[src/rtl/mod_segment_seq.sv]
// rtl/mod_segment_seq.sv - per-symbol segment sequencer selecting reference or mirrored table
//
// Accepts one symbol word per input handshake and compares it with zero.
// It then streams NUM_SEG registered segments from array_ref_wire (equal)
// or array_ref_m_wire (not equal). Back-to-back symbols are accepted on the
// last segment's transfer, so there is no bubble between them.
//
// Optional feature: define MOD_SEG_STATS_EN to add the sym_count / mism_count outputs.
//
// Ports:
//   clk              in   rising-edge clock
//   reset            in   asynchronous active-low reset
//   in_valid         in   symbol valid
//   in_ready         out  symbol can be accepted this cycle (combinational)
//   input_bit        in   symbol word
//   zero             in   comparison word, sampled with input_bit
//   array_ref_wire   in   reference segments, segment k at [k*DATA_W +: DATA_W]
//   array_ref_m_wire in   mirrored reference segments, same packing
//   out_valid        out  segment_out valid
//   out_ready        in   downstream accepts segment
//   segment_out      out  current segment word
//   seg_idx          out  index of segment_out within its symbol
//   last_seg         out  final segment of the symbol is presented
//   sym_count        out  accepted symbols (MOD_SEG_STATS_EN only)
//   mism_count       out  accepted mismatch symbols (MOD_SEG_STATS_EN only)

module mod_segment_seq #(
  parameter int DATA_W    = 32,
  parameter int NUM_SEG   = 8,
  parameter int SEG_IDX_W = 3
) (
  input  logic                      clk,
  input  logic                      reset,
  input  logic                      in_valid,
  output logic                      in_ready,
  input  logic [DATA_W-1:0]         input_bit,
  input  logic [DATA_W-1:0]         zero,
  input  logic [NUM_SEG*DATA_W-1:0] array_ref_wire,
  input  logic [NUM_SEG*DATA_W-1:0] array_ref_m_wire,
  output logic                      out_valid,
  input  logic                      out_ready,
  output logic [DATA_W-1:0]         segment_out,
  output logic [SEG_IDX_W-1:0]      seg_idx,
  output logic                      last_seg
`ifdef MOD_SEG_STATS_EN
  ,
  output logic [15:0]               sym_count,
  output logic [15:0]               mism_count
`endif
);

  typedef enum logic {
    IDLE,
    EMIT
  } state_t;

  localparam logic [SEG_IDX_W-1:0] LAST_IDX = SEG_IDX_W'(NUM_SEG - 1);

  state_t state;
  logic   sel;

  // Tables unpacked into word arrays so the next segment can be indexed directly.
  logic [DATA_W-1:0] ref_seg   [NUM_SEG];
  logic [DATA_W-1:0] ref_m_seg [NUM_SEG];

  for (genvar k = 0; k < NUM_SEG; k++) begin : g_unpack
    assign ref_seg[k]   = array_ref_wire[k*DATA_W +: DATA_W];
    assign ref_m_seg[k] = array_ref_m_wire[k*DATA_W +: DATA_W];
  end

  logic                 load_sel;
  logic [DATA_W-1:0]    first_word;
  logic [SEG_IDX_W-1:0] next_idx;
  logic [DATA_W-1:0]    next_word;

  always_comb begin
    load_sel   = (input_bit != zero);
    first_word = load_sel ? ref_m_seg[0] : ref_seg[0];
    next_idx   = seg_idx + 1'b1;
    // Only used while seg_idx < NUM_SEG-1, so next_idx stays in range.
    next_word  = sel ? ref_m_seg[next_idx] : ref_seg[next_idx];
  end

  assign last_seg = out_valid && (seg_idx == LAST_IDX);
  assign in_ready = (state == IDLE) || (last_seg && out_ready);

  logic accept;
  assign accept = in_valid && in_ready;

  always_ff @(posedge clk or negedge reset) begin
    if (!reset) begin
      state       <= IDLE;
      out_valid   <= 1'b0;
      segment_out <= '0;
      seg_idx     <= '0;
      sel         <= 1'b0;
    end else begin
      case (state)
        IDLE: begin
          if (in_valid) begin
            sel         <= load_sel;
            segment_out <= first_word;
            seg_idx     <= '0;
            out_valid   <= 1'b1;
            state       <= EMIT;
          end
        end
        EMIT: begin
          if (out_ready) begin
            if (seg_idx != LAST_IDX) begin
              seg_idx     <= next_idx;
              segment_out <= next_word;
            end else if (in_valid) begin
              // Final segment leaves while the next symbol is loaded: no bubble.
              sel         <= load_sel;
              segment_out <= first_word;
              seg_idx     <= '0;
            end else begin
              out_valid <= 1'b0;
              state     <= IDLE;
            end
          end
        end
        default: begin
          state     <= IDLE;
          out_valid <= 1'b0;
        end
      endcase
    end
  end

`ifdef MOD_SEG_STATS_EN
  always_ff @(posedge clk or negedge reset) begin
    if (!reset) begin
      sym_count  <= '0;
      mism_count <= '0;
    end else if (accept) begin
      sym_count <= sym_count + 16'd1;
      if (load_sel) begin
        mism_count <= mism_count + 16'd1;
      end
    end
  end
`else
  logic unused_accept;
  assign unused_accept = accept;
`endif

endmodule

[config.mk]
export PLATFORM = sky130hd
export DESIGN_NAME = mod_segment_seq
export DESIGN_NICKNAME = d
export VERILOG_FILES = /design/src/rtl/mod_segment_seq.sv
export SDC_FILE = /design/constraint.sdc
export NUM_CORES = 1
export LEC_CHECK = 0
export ABC_CLOCK_PERIOD_IN_PS = 6000
export CAP_MARGIN = 0
export CORE_AREA = 4 4 239 241
export DETAILED_ROUTE_END_ITERATION = 10
export DIE_AREA = 0 0 243 245
export PLACE_DENSITY = 0.43
export SLEW_MARGIN = 20
export SYNTH_ARGS = -nofsm -noshare
export SYNTH_HDL_FRONTEND = slang
export SYNTH_SLANG_ARGS = --single-unit
[constraint.sdc]
create_clock -name clk -period 6 [get_ports clk]
set_input_delay 0.6 -clock clk [delete_from_list [all_inputs] [get_ports clk]]
set_output_delay 0.6 -clock clk [all_outputs]
set_load 0.01 [all_outputs]
# Word level (Yosys, flattened, before mapping)
# Cells that the tools add are included.
# word_totals
elab_cells	50
out_inout_bits	38
ff_bits	38
# classes
bitwise	2
n_addsub	1
reduce_logical	5
muxes	29
n_lt_le_gt_ge	1
eq_ne	7
# ops
operator	n
$mux W32	9
$bmux W32 S3	2
$pmux W32 S2	1
$ne A32 B32 Y1	1
$mux W1	10
$mux W3	3
$ne A2 B2 Y1 const B	4
$pmux W1 S2	3
$pmux W3 S2	1
$ge A4 B4 Y1 const B	1
$not A3 Y4	1
$reduce_and A4 Y1	1
$add A3 B1 Y3 const B	1
$eq A3 B3 Y1 const B	1
$ne A3 B3 Y1 const B	1
$logic_and A1 B1 Y1	2
$reduce_and A2 Y1	1
$logic_or A1 B1 Y1	1
$not A1 Y1	1

# Depth between registers and ports, before layout
# Gate-level depths: netlist of the first run.
# logic_depth
word_depth	9
depth_mapped	9
depth_no_buf	7

# Worst setup path after synthesis of the first run
# OpenSTA, ideal clock, no wires.
# synth_timing
path_kind	flip-flop to flip-flop
startpoint	register seg_idx[0]
endpoint	register segment_out[24]
slack_ns	3.359
stages_incl_launch_ff	10
period_less_slack_ns	2.641
setup_time_ns	0.129
t_arrival_ns	2.512
n_path_buf	3
path_cell_list	dfrtp_1 > ha_1 > ha_1 > buf_6 > buf_4 > buf_2 > mux4_2 > mux4_2 > a32oi_1 > o21ai_1
# synth_via
elab_chain_cells	9
# synth_rtl
element	line_no	source
start, declared	43	output logic [SEG_IDX_W-1:0] seg_idx,
start signal, assigned	111	seg_idx <= next_idx;
$add A3 B1 Y3	79	next_idx = seg_idx + 1'b1;
$not A3 Y4 (implied by the code)	81	next_word = sel ? ref_m_seg[next_idx] : ref_seg[next_idx];
$bmux W32 S3	81	
$mux W32 (implied by the code) (2 in a row)	81	
$mux W32	81	
$mux W32 (*)	110	if (seg_idx != LAST_IDX) begin
$mux W32 (*)	109	if (out_ready) begin
$pmux W32 S2 (*)	98	case (state)
end signal, assigned	102	segment_out <= first_word;
end signal, assigned	112	segment_out <= next_word;
end signal, assigned	116	segment_out <= first_word;
end, declared	42	output logic [DATA_W-1:0] segment_out,
# Mark *: on every way between the ends. The rest lies on a longest branch, timed or not. The select of a mux whose other input is x is not followed.
# A chain may end at the register's enable or synchronous reset.

# Worst setup path in the final report of the first run
# layout_timing
startpoint	register seg_idx[0]
endpoint	register segment_out[12]
# Same word-level chain as after synthesis.

==> results of run 1 <==
worst min-delay path by stage:
stage | startpoint | end | slack, ns | depth (start not counted)
global placement | segment_out[27]$_DFFE_PN0P_ | segment_out[27]$_DFFE_PN0P_ | 0.49 | 2
floorplan | reset | out_valid$_DFFE_PN0P_ | 0.30 | 0
detailed placement | segment_out[25]$_DFFE_PN0P_ | segment_out[25]$_DFFE_PN0P_ | 0.49 | 2
global route | reset | segment_out[5]$_DFFE_PN0P_ | 0.42 | 2
CTS | reset | segment_out[15]$_DFFE_PN0P_ | 0.40 | 2
finish | reset | segment_out[5]$_DFFE_PN0P_ | 0.38 | 2
synth_stat cells, types with 5 or more instances:
cell	number	area share
sky130_fd_sc_hd__mux4_2	160	0.56
sky130_fd_sc_hd__dfrtp_1	38	0.15
sky130_fd_sc_hd__xor2_1	33	0.045
sky130_fd_sc_hd__clkbuf_1	29	0.017
sky130_fd_sc_hd__nand2b_1	26	0.025
sky130_fd_sc_hd__a41oi_1	24	0.033
sky130_fd_sc_hd__nand3_1	24	0.019
sky130_fd_sc_hd__o211ai_1	24	0.028
sky130_fd_sc_hd__o22ai_1	24	0.023
sky130_fd_sc_hd__buf_2	15	0.012
sky130_fd_sc_hd__mux2i_1	10	0.016
sky130_fd_sc_hd__buf_4	9	0.011
sky130_fd_sc_hd__o21ai_1	9	0.0070
sky130_fd_sc_hd__a32oi_1	8	0.011
sky130_fd_sc_hd__nand2_1	8	0.0047
sky130_fd_sc_hd__nor4_1	8	0.0078
sky130_fd_sc_hd__buf_6	7	0.012
sky130_fd_sc_hd__a21oi_1	5	0.0039
cell families after synthesis:
group,synth area share
compound gates,0.107
xor+xnor,0.0452
fa+ha+maj,0.00391
buf+inv,0.0534
flops,0.149
mux,0.579
simple gates,0.0624
per-layer routing:
metal / vias to the layer above / wire [um] / global-route usage
met5: - / 97 / 0
met4: 16 / 961 / 0.0351
met3: 47 / 4840 / 0.0593
met2: 456 / 23900 / 0.272
met1: 3766 / 16400 / 0.161
li1: 3268 / - / -
registers in the layout (all words and copies together) (netlist names):
register	count
seg_idx	3
sel	1
segment_out	32
out_valid	1
state	1
where the power goes:
part           total (mW)  internal, mW  switching [mW]  leakage [nW]
sequential          0.561         0.393           0.168         0.432
clock               0.310         0.166           0.145        0.0729
combinational        4.29          2.52            1.77          3.90
total                5.16          3.08            2.08          4.41
layout by cell type (no fill, tap or decap), drive strengths merged, types with 2 or more instances in the layout:
cell type      Yosys  routed
clkdlybuf4s50      0     615
mux4             160     160
dfrtp             38      38
xor2              33      33
nand2b            26      26
o211ai            24      24
nand3             24      24
o22ai             24      24
a41oi             24      24
buf               33      18
mux2i             10      10
o21ai             10      10
nor4               8       8
a32oi              8       8
nand2              8       8
clkbuf            29       6
a21oi              5       5
diode              0       2
nand4              2       2
ha                 2       2
area by class of cell:
| cell class | instances | area (um2) | area share |
|---|---|---|---|
| Multi-Input combinational cell | 371 | 5130 | 0.382 |
| Clock buffer | 6 | 139 | 0.0103 |
| Sequential cell | 38 | 956 | 0.0712 |
| Inverter | 1 | 3.75 | 0.000279 |
| Timing Repair Buffer | 633 | 6300 | 0.469 |
| Tap cell | 704 | 881 | 0.0656 |
| Antenna cell | 2 | 5.00 | 0.000373 |
| Clock inverter | 2 | 12.5 | 0.000931 |
through the flow:
| stage | cell area (um2) | worst slack [ns] | power (mW) | utilization |
|---|---|---|---|---|
| floorplan | 6390 | 3.36 | 3.51 | - |
| global placement | 13300 | 2.47 | 4.93 | 0.242 |
| detailed placement | 13300 | 2.43 | 4.96 | 0.242 |
| CTS | 13400 | 2.42 | 5.31 | 0.245 |
| global route | 13400 | 2.21 | 5.54 | 0.245 |
| finish | 13400 | 2.53 | 5.16 | 0.245 |
==> run_results.csv, run 1 <==
group,metric,value,unit
status,status,"completed",
setup_path,critPathRequiredTime,6.13,ns
setup_path,critical_path.endpoint_type,"register",
min_path,hp-class,"input port to async pin",
placed_design,numPortBuffers,617,
placed_design,routabilityCongestion,0.837,
synthesis,netlist_area,6390,um2
sta,final_critical_period,3.47,ns
clocking,cts.root.buffer_cell,"sky130_fd_sc_hd__clkbuf_16",
setup_path,r2r_slack,2.53,ns
drt,drt-total-wl,46200,um
grt,number_of_global_route_vias_before_repair,8690,
grt,grt_use_total,0.149,
finish,fillers,5817,
clocking,cts-buffers-inserted,5,
setup_path,worst_path_most_repeated_cell,"sky130_fd_sc_hd__mux4_2",
sta,finClkSkew,0.00548,ns
setup_path,cp-endpoint,"segment_out[12]$_DFFE_PN0P_",
power,total_leakage_power,4.41,nW
synthesis,syn_inst,472,
floorplanning,initial_utilization,0.117,
grt,grt_pass1_wl,63900,um
drt,post_detailed_route_wirelength_per_cell,26.3,um
finish,layoutNonFillerInstCount,1757,
finish,layout-drive-gt1-share,0.185,
setup_path,startpoint_of_the_most_critical_setup_path,"seg_idx[0]$_DFFE_PN0P_",
drt,drtPass1Iterations,4,
clocking,cts_tree,"yes",
drt,routed-via-count,7553,
setup_path,arrival,3.60,ns
sta,final-max-slew-violation-count,0,
setup_path,path_delay_family,"multiplexers",
synthesis,synth.yosys.warnings,0,
sta,rsz0062_at_grt,"false",
synthesis,synth.ff_latch_count,38,
power,vdd.ir_drop.worst,0.305,mV
floorplanning,placeableCoreArea,54900,um2
placed_design,place_hpwl,38200,um
clocking,cts_hold_buf,0,
grt,grt_antenna_before_repair,11,
power,powerDensity,384,nW/um2
floorplanning,die-area,59500,um2
synthesis,synth-edff-count,0,
sta,final.hold.worst_slack,0.381,ns
grt,grt_max_degree,60,
clocking,cts.sink_count,38,
floorplanning,chipWidth,243,um
finish,area_growth,110,%
drt,violation_count_after_the_first_detailed_route_iteration,288,
setup_path,cp_bufs_invs,1,
drt,detail-route-antenna-nets,0,
clocking,cts_setup_buffers,0,
setup_path,rr_worst_depth,6,
sta,timing.final.hold_violations,0,
sta,report.final.setup_viol,0,
synthesis,synth_async_sr_flop_share,1.00,
floorplanning,die_height,245,um
drt,drt-vias-per-instance,4.30,
synthesis,synth_flop_cell,"sky130_fd_sc_hd__dfrtp_1",
setup_path,start_kind,"register",
setup_path,timing.critical_path.cells,"ha_4, buf_4, mux4_2, mux4_2, o22ai_1, a41oi_1",
synthesis,synthesized_net_count,1054,
sta,timing.max_slew.rel_slack,0.372,
flow_run,timing.max_cap.violations,0,
setup_path,worst-path-stages,6,
floorplanning,floorplan.rows,86,
setup_path,worst-setup-path-type,"register to register",
sta,worst_pin_slew,0.939,ns
clocking,clock_tree.htree_level_count,2,
sta,final.period_utilization,0.578,
clocking,worst_skew_pair.late_latency,0.32,ns
synthesis,seq_area_frac_synth,0.149,
clocking,cts.reportedPaths.clkPinSlew,0.07,ns
setup_path,rr_endpoint,"segment_out[12]$_DFFE_PN0P_",
setup_path,timing.critical_path.slowest_stage_cell,"sky130_fd_sc_hd__ha_4",
sta,clock.fmax,289,MHz
placed_design,placed_cells_incl_taps,1747,
setup_path,rr_startpoint,"seg_idx[0]$_DFFE_PN0P_",
sta,setup_tns,0,ns
grt,grt_overflow_total,0,
setup_path,crit_fanout,42,
setup_path,timing.critical_path.slowest_cell_delay,0.88,ns
clocking,cts.path.max_buffers,2,
finish,finish.net_count,1632,
synthesis,synth_cell_types,26,
clocking,postCtsResizedCells,0,
synthesis,average_size_of_a_mapped_cell,13.5,um2
floorplanning,top_level_ports,618,
drt,remaining_drc_errors,0,
No activity file was read; power rests on OpenSTA's default activity.
==> run 2: changes to the inputs <==
==> config.mk (replaced) <==
export PLATFORM = sky130hd
export DESIGN_NAME = mod_segment_seq
export DESIGN_NICKNAME = d
export VERILOG_FILES = /design/src/rtl/mod_segment_seq.sv
export SDC_FILE = /design/constraint.sdc
export NUM_CORES = 1
export LEC_CHECK = 0
export ABC_CLOCK_PERIOD_IN_PS = 3300
export CAP_MARGIN = 0
export CORE_AREA = 4 4 236 238
export DETAILED_ROUTE_END_ITERATION = 10
export DIE_AREA = 0 0 240 242
export PLACE_DENSITY = 0.44
export SLEW_MARGIN = 20
export SYNTH_ARGS = -nofsm -noshare
export SYNTH_HDL_FRONTEND = slang
export SYNTH_SLANG_ARGS = --single-unit
==> constraint.sdc (replaced) <==
create_clock -name clk -period 3.3 [get_ports clk]
set_input_delay 0.33 -clock clk [delete_from_list [all_inputs] [get_ports clk]]
set_output_delay 0.33 -clock clk [all_outputs]
set_load 0.01 [all_outputs]
==> run 2 against run 1 <==
  * Non-clock buffer count grew 7
  * Combinational power grew 87%
  * Critical endpoint is now segment_out[25]$_DFFE_PN0P_
  * Final cell count is essentially flat
  * Register-to-register slack lost 2.0 ns
  * Clock skew grew 0.0037 ns
  * Design area grew 0.61%
  * Sequential cell count is the same
  * Largest power group unchanged
  * Worst hold slack gained 0.052 ns
==> run_results.csv, run 2 (synthesized netlist as in run 1, its figures left out) <==
group,metric,value,unit
clocking,cts.root.buffer_cell,"sky130_fd_sc_hd__clkbuf_16",
finish,largest_register_ff_count,32,
sta,finClkSkew,0.00913,ns
placed_design,place_hpwl,38600,um
setup_path,timing.critical_path.slowest_stage_cell,"sky130_fd_sc_hd__ha_4",
setup_path,timing.critical_path.slowest_cell_delay,0.58,ns
floorplanning,chipWidth,240,um
floorplanning,placeableCoreArea,53600,um2
sta,final_critical_period,2.79,ns
finish,layout-drive-gt1-share,0.188,
drt,top_layer_used,"met5",
grt,grt_pass1_wl,62200,um
setup_path,cp_bufs_invs,1,
flow_run,timing.max_cap.violations,0,
setup_path,path_delay_family,"multiplexers",
drt,drt-total-wl,45300,um
sta,timing.final.hold_violations,0,
grt,number_of_global_route_vias_before_repair,8549,
floorplanning,die-area,58100,um2
sta,report.final.setup_viol,0,
sta,rsz0062_at_grt,"false",
placed_design,numPortBuffers,617,
sta,final.hold.worst_slack,0.433,ns
sta,final-max-slew-violation-count,0,
finish,fillers,5657,
finish,leading_cell_type_in_the_layout_fill_and_taps_excluded,"sky130_fd_sc_hd__clkdlybuf4s50_1",
clocking,cts_tree,"yes",
grt,grt_antenna_before_repair,10,
setup_path,timing.critical_path.cells,"ha_4, ha_4, buf_4, mux4_2, mux4_2, a32oi_1, o21ai_1",
setup_path,rr_startpoint,"seg_idx[0]$_DFFE_PN0P_",
drt,drtPass1Iterations,4,
sta,final.period_utilization,0.844,
setup_path,critPathRequiredTime,3.48,ns
power,total_leakage_power,4.46,nW
setup_path,r2r_slack,0.51,ns
clocking,worst_skew_pair.late_latency,0.31,ns
drt,sum_of_met2_wire_segment_lengths_after_detailed_routing,24200,um
power,powerDensity,704,nW/um2
setup_path,rr_endpoint,"segment_out[25]$_DFFE_PN0P_",
clocking,clock_tree.htree_level_count,2,
finish,final_cell_mix,"615 x sky130_fd_sc_hd__clkdlybuf4s50_1, 160 x sky130_fd_sc_hd__mux4_2, 36 x sky130_fd_sc_hd__dfrtp_1, 33 x sky130_fd_sc_hd__xor2_1, 25 x sky130_fd_sc_hd__nand2b_1",
floorplanning,floorplan.rows,85,
sta,clock.fmax,359,MHz
status,status,"completed",
finish,layout_top_registers,"segment_out (32), seg_idx (3)",
clocking,cts.reportedPaths.clkPinSlew,0.07,ns
setup_path,critical_path.endpoint_type,"register",
placed_design,routabilityCongestion,0.844,
power,vdd.ir_drop.worst,0.451,mV
setup_path,worst-setup-path-type,"register to register",
sta,setup_tns,0,ns
min_path,hp-class,"input port to async pin",
grt,grt_overflow_total,0,
floorplanning,die_height,242,um
placed_design,dpl_cell_area,13400,um2
drt,remaining_drc_errors,0,
floorplanning,top_level_ports,618,
setup_path,arrival,2.96,ns
setup_path,start_kind,"register",
drt,detail_route.wirelength.met1,16300,um
finish,area_growth,111,%
drt,routed-via-count,7511,
finish,max_flop_register,"segment_out",
drt,detailroute.wirelength.met3,4090,um
grt,grt_use_total,0.147,
setup_path,crit_fanout,27,
finish,finish.net_count,1639,
drt,detail-route-antenna-nets,0,
finish,post-route-cell-area,13500,um2
floorplanning,initial_utilization,0.119,
clocking,cts.sink_count,38,
drt,drt-vias-per-instance,4.28,
sta,timing.max_slew.rel_slack,0.406,
clocking,cts-buffers-inserted,5,
sta,worst_pin_slew,0.888,ns
drt,post_detailed_route_wirelength_per_cell,25.8,um
drt,violation_count_after_the_first_detailed_route_iteration,249,
setup_path,rr_worst_depth,7,
grt,grt_max_degree,69,
clocking,cts.path.max_buffers,2,
run 2: changes by cell type in the layout (fill, tap and decap cells not counted), sizes merged:
cell / before / now
diode: 2 / 3
buf: 18 / 24
clkinvlp: 1 / 0
clkbuf: 6 / 5
dlygate4sd3: 0 / 1
clkinv: 1 / 2
run 2: layout make-up:
type	instances	area, um2	area share
tap	696	871	0.0644
multi-input combinational	371	5130	0.380
clock inverter	2	10.0	0.000741
clock buffer	5	125	0.00926
antenna	3	7.51	0.000556
inverter	1	3.75	0.000278
timing repair buffer	640	6410	0.474
sequential	38	956	0.0707
run 2: routing by layer:
| layer | up-vias | GRT usage |
|---|---|---|
| met1 | 3769 | 0.166 |
| met3 | 36 | 0.0413 |
| met4 | 2 | 0.0275 |
| met5 | - | 0 |
| met2 | 425 | 0.277 |
| li1 | 3279 | - |
run 2: worst max-delay path by stage:
| stage | startpoint | to | slack (ns) | cells past startpoint |
|---|---|---|---|---|
| 5_1_grt | seg_idx[0]$_DFFE_PN0P_ | segment_out[26]$_DFFE_PN0P_ | 0.36 | 7 |
| 6_report | seg_idx[0]$_DFFE_PN0P_ | segment_out[25]$_DFFE_PN0P_ | 0.51 | 7 |
| 2_1_floorplan | seg_idx[0]$_DFFE_PN0P_ | segment_out[24]$_DFFE_PN0P_ | 0.66 | 9 |
| 3_3_place_gp | zero[3] | segment_out[25]$_DFFE_PN0P_ | 0.47 | 9 |
| 4_1_cts | seg_idx[0]$_DFFE_PN0P_ | segment_out[25]$_DFFE_PN0P_ | 0.47 | 7 |
| 3_5_place_dp | zero[3] | segment_out[31]$_DFFE_PN0P_ | 0.44 | 9 |
run 2: report_power, final:
group	leakage, nW	switching (mW)	internal, mW	total [mW]
clock	0.0695	0.247	0.275	0.522
combinational	3.95	3.35	4.69	8.04
sequential	0.432	0.246	0.715	0.961
total	4.46	3.84	5.68	9.52
run 2: what timing repair did:
| item | in CTS | in global routing |
|---|---|---|
| resized for setup | 0 | 0 |
| hold buffers | 1 | 0 |
| hold endpoints to repair | 6 | 0 |
| setup buffers | 0 | 0 |
run 2: per-stage QoR:
stage,util,worst slack (ns),instances,power (mW)
2_1_floorplan,-,0.659,472,6.38
6_report,0.252,0.515,1756,9.52
5_1_grt,0.252,0.356,1755,10.2
3_3_place_gp,0.249,0.470,1745,9.18
3_5_place_dp,0.249,0.440,1745,9.25
4_1_cts,0.252,0.467,1753,9.84
==> run 3: changes to the inputs <==
--- a/config.mk
+++ b/config.mk
@@ -5,11 +5,11 @@
 export SDC_FILE = /design/constraint.sdc
 export NUM_CORES = 1
 export LEC_CHECK = 0
-export ABC_CLOCK_PERIOD_IN_PS = 3300
+export ABC_CLOCK_PERIOD_IN_PS = 2300
 export CAP_MARGIN = 0
-export CORE_AREA = 4 4 236 238
+export CORE_AREA = 4 4 241 243
 export DETAILED_ROUTE_END_ITERATION = 10
-export DIE_AREA = 0 0 240 242
+export DIE_AREA = 0 0 245 247
 export PLACE_DENSITY = 0.44
 export SLEW_MARGIN = 20
 export SYNTH_ARGS = -nofsm -noshare
==> constraint.sdc (replaced) <==
create_clock -name clk -period 2.3 [get_ports clk]
set_input_delay 0.23 -clock clk [delete_from_list [all_inputs] [get_ports clk]]
set_output_delay 0.23 -clock clk [all_outputs]
set_load 0.01 [all_outputs]
==> run 3 against run 2 <==
  * The flow now finishes with violations (hold timing, setup timing)
  * Clock skew up 0.0013 ns
  * Combinational power up 78%
  * Final cell count increased by 6.5%
==> run_results.csv, run 3 (synthesized netlist as in run 1, its figures left out) <==
group,metric,value,unit
status,status,"finished with violations",
status,failed_checks,"hold timing, setup timing",
setup_path,cp_bufs_invs,1,
grt,number_of_global_route_vias_before_repair,8921,
setup_path,crit_fanout,7,
drt,routed-via-count,7808,
sta,rsz0062_at_grt,"true",
placed_design,placed_cells_incl_taps,1849,
floorplanning,die_height,247,um
setup_path,timing.critical_path.slowest_stage_cell,"sky130_fd_sc_hd__mux4_2",
min_path,hp-class,"input port to async pin",
sta,finClkSkew,0.0105,ns
sta,final.period_utilization,1.11,
drt,detail-route-antenna-nets,0,
finish,layout-drive-gt1-share,0.264,
finish,final_cell_mix,"615 x sky130_fd_sc_hd__clkdlybuf4s50_1, 160 x sky130_fd_sc_hd__mux4_2, 42 x sky130_fd_sc_hd__buf_4, 35 x sky130_fd_sc_hd__dfrtp_1, 33 x sky130_fd_sc_hd__xor2_1",
placed_design,pre_cts_ws,-0.259,ns
setup_path,path_delay_family,"multiplexers",
clocking,cts_tree,"yes",
setup_path,worst_path_most_repeated_cell,"sky130_fd_sc_hd__mux4_2",
floorplanning,floorplan.rows,87,
drt,post_detailed_route_wirelength_per_cell,26.3,um
floorplanning,chipWidth,245,um
drt,drtPass1Iterations,5,
finish,area_growth,128,%
grt,grt_antenna_before_repair,12,
placed_design,numPortBuffers,617,
finish,register_area,957,um2
floorplanning,top_level_ports,618,
floorplanning,die-area,60500,um2
grt,grt_use_total,0.149,
grt,grt_max_degree,54,
floorplanning,initial_utilization,0.114,
sta,final.hold.worst_slack,-0.00702,ns
sta,report.final.setup_viol,32,
sta,worst_pin_slew,0.909,ns
drt,drt-total-wl,49300,um
sta,finalWorstSetupSlack,-0.242,ns
power,vdd.ir_drop.worst,0.651,mV
power,powerDensity,1140,nW/um2
sta,final_critical_period,2.54,ns
clocking,cts-buffers-inserted,5,
setup_path,arrival,2.72,ns
grt,grt_overflow_total,0,
sta,timing.final.hold_violations,14,
finish,max_flop_register,"segment_out",
setup_path,critPathRequiredTime,2.48,ns
placed_design,place_hpwl,41200,um
finish,final_util,0.261,
setup_path,r2r_slack,-0.24,ns
finish,leading_cell_type_in_the_layout_fill_and_taps_excluded,"sky130_fd_sc_hd__clkdlybuf4s50_1",
finish,multi_input_comb_area,5380,um2
setup_path,timing.critical_path.cells,"ha_4, clkbuf_16, mux4_2, mux4_2, o22ai_1, a41oi_1",
sta,timing.max_slew.rel_slack,0.390,
finish,finish.net_count,1695,
setup_path,worst-setup-path-type,"register to register",
clocking,cts.sink_count,38,
grt,grt_pass1_wl,65300,um
sta,final-max-slew-violation-count,0,
clocking,cts.reportedPaths.clkPinSlew,0.08,ns
clocking,cts.root.buffer_cell,"sky130_fd_sc_hd__clkbuf_16",
finish,layoutNonFillerInstCount,1871,
finish,largest_register_ff_count,32,
drt,remaining_drc_errors,0,
sta,clock.fmax,393,MHz
floorplanning,placeableCoreArea,56000,um2
drt,violation_count_after_the_first_detailed_route_iteration,313,
power,post_layout_power,16.6,mW
clocking,worst_skew_pair.late_latency,0.32,ns
clocking,clock_tree.htree_level_count,2,
power,total_leakage_power,4.91,nW
drt,drt-vias-per-instance,4.17,
placed_design,routabilityCongestion,0.885,
setup_path,start_kind,"register",
sta,setup_tns,-5.50,ns
setup_path,timing.critical_path.slowest_cell_delay,0.63,ns
finish,fillers,5909,
clocking,cts.path.max_buffers,2,
clocking,cts_hold_buf,0,
finish,layout_top_registers,"segment_out (32), seg_idx (3)",
setup_path,critical_path.endpoint_type,"register",
flow_run,timing.max_cap.violations,0,
-- run 3: cell type report --
class | count | area share
clock buffers | 5 | 0.00858
clock inverters | 3 | 0.00275
diodes | 1 | 0.000172
flip-flops and latches | 38 | 0.0656
repair buffers | 696 | 0.489
inverters | 1 | 0.000257
well taps | 756 | 0.0649
multi-input cells | 371 | 0.369
-- run 3: per-layer routing --
| layer | track usage | vias to the layer above | wire [um] |
|---|---|---|---|
| met1 | 0.173 | 3919 | 19000 |
| met5 | 0 | - | 72 |
| met2 | 0.276 | 438 | 25500 |
| met3 | 0.0442 | 43 | 3830 |
| met4 | 0.0263 | 10 | 821 |
| li1 | - | 3398 | - |
-- run 3: repair_timing --
action / CTS / global route
setup endpoints to repair: 32 / 32
gates cloned: 0 / 5
buffers inserted: 1 / 7
gates resized for setup: 17 / 48
pin swaps: 1 / 19
-- run 3: worst paths after layout --
kind | start | end | cells after the start
max | seg_idx[0]$_DFFE_PN0P_ | segment_out[22]$_DFFE_PN0P_ | 6
min | reset | segment_out[2]$_DFFE_PN0P_ | 1
max reg2reg | seg_idx[0]$_DFFE_PN0P_ | segment_out[22]$_DFFE_PN0P_ | 6
min reg2reg | segment_out[25]$_DFFE_PN0P_ | segment_out[25]$_DFFE_PN0P_ | 2
max in group asynchronous | reset | sel$_DFFE_PN0P_ | 2
min in group clk | in_valid | segment_out[22]$_DFFE_PN0P_ | 3
-- run 3: where the power goes --
part / leakage [nW] / total, mW / switching, mW / internal, mW
Sequential: 0.431 / 1.34 / 0.311 / 1.03
Clock: 0.0836 / 0.901 / 0.389 / 0.512
Combinational: 4.39 / 14.3 / 5.73 / 8.62
-- run 3: stage by stage --
stage / instance area [um2] / hold WS [ns]
floorplan: 6530 / -0.0656
global placement: 13900 / 0.340
detailed placement: 13900 / 0.340
CTS: 14100 / 0.00224
global route: 14600 / 0.0332
finish: 14600 / -0.00702
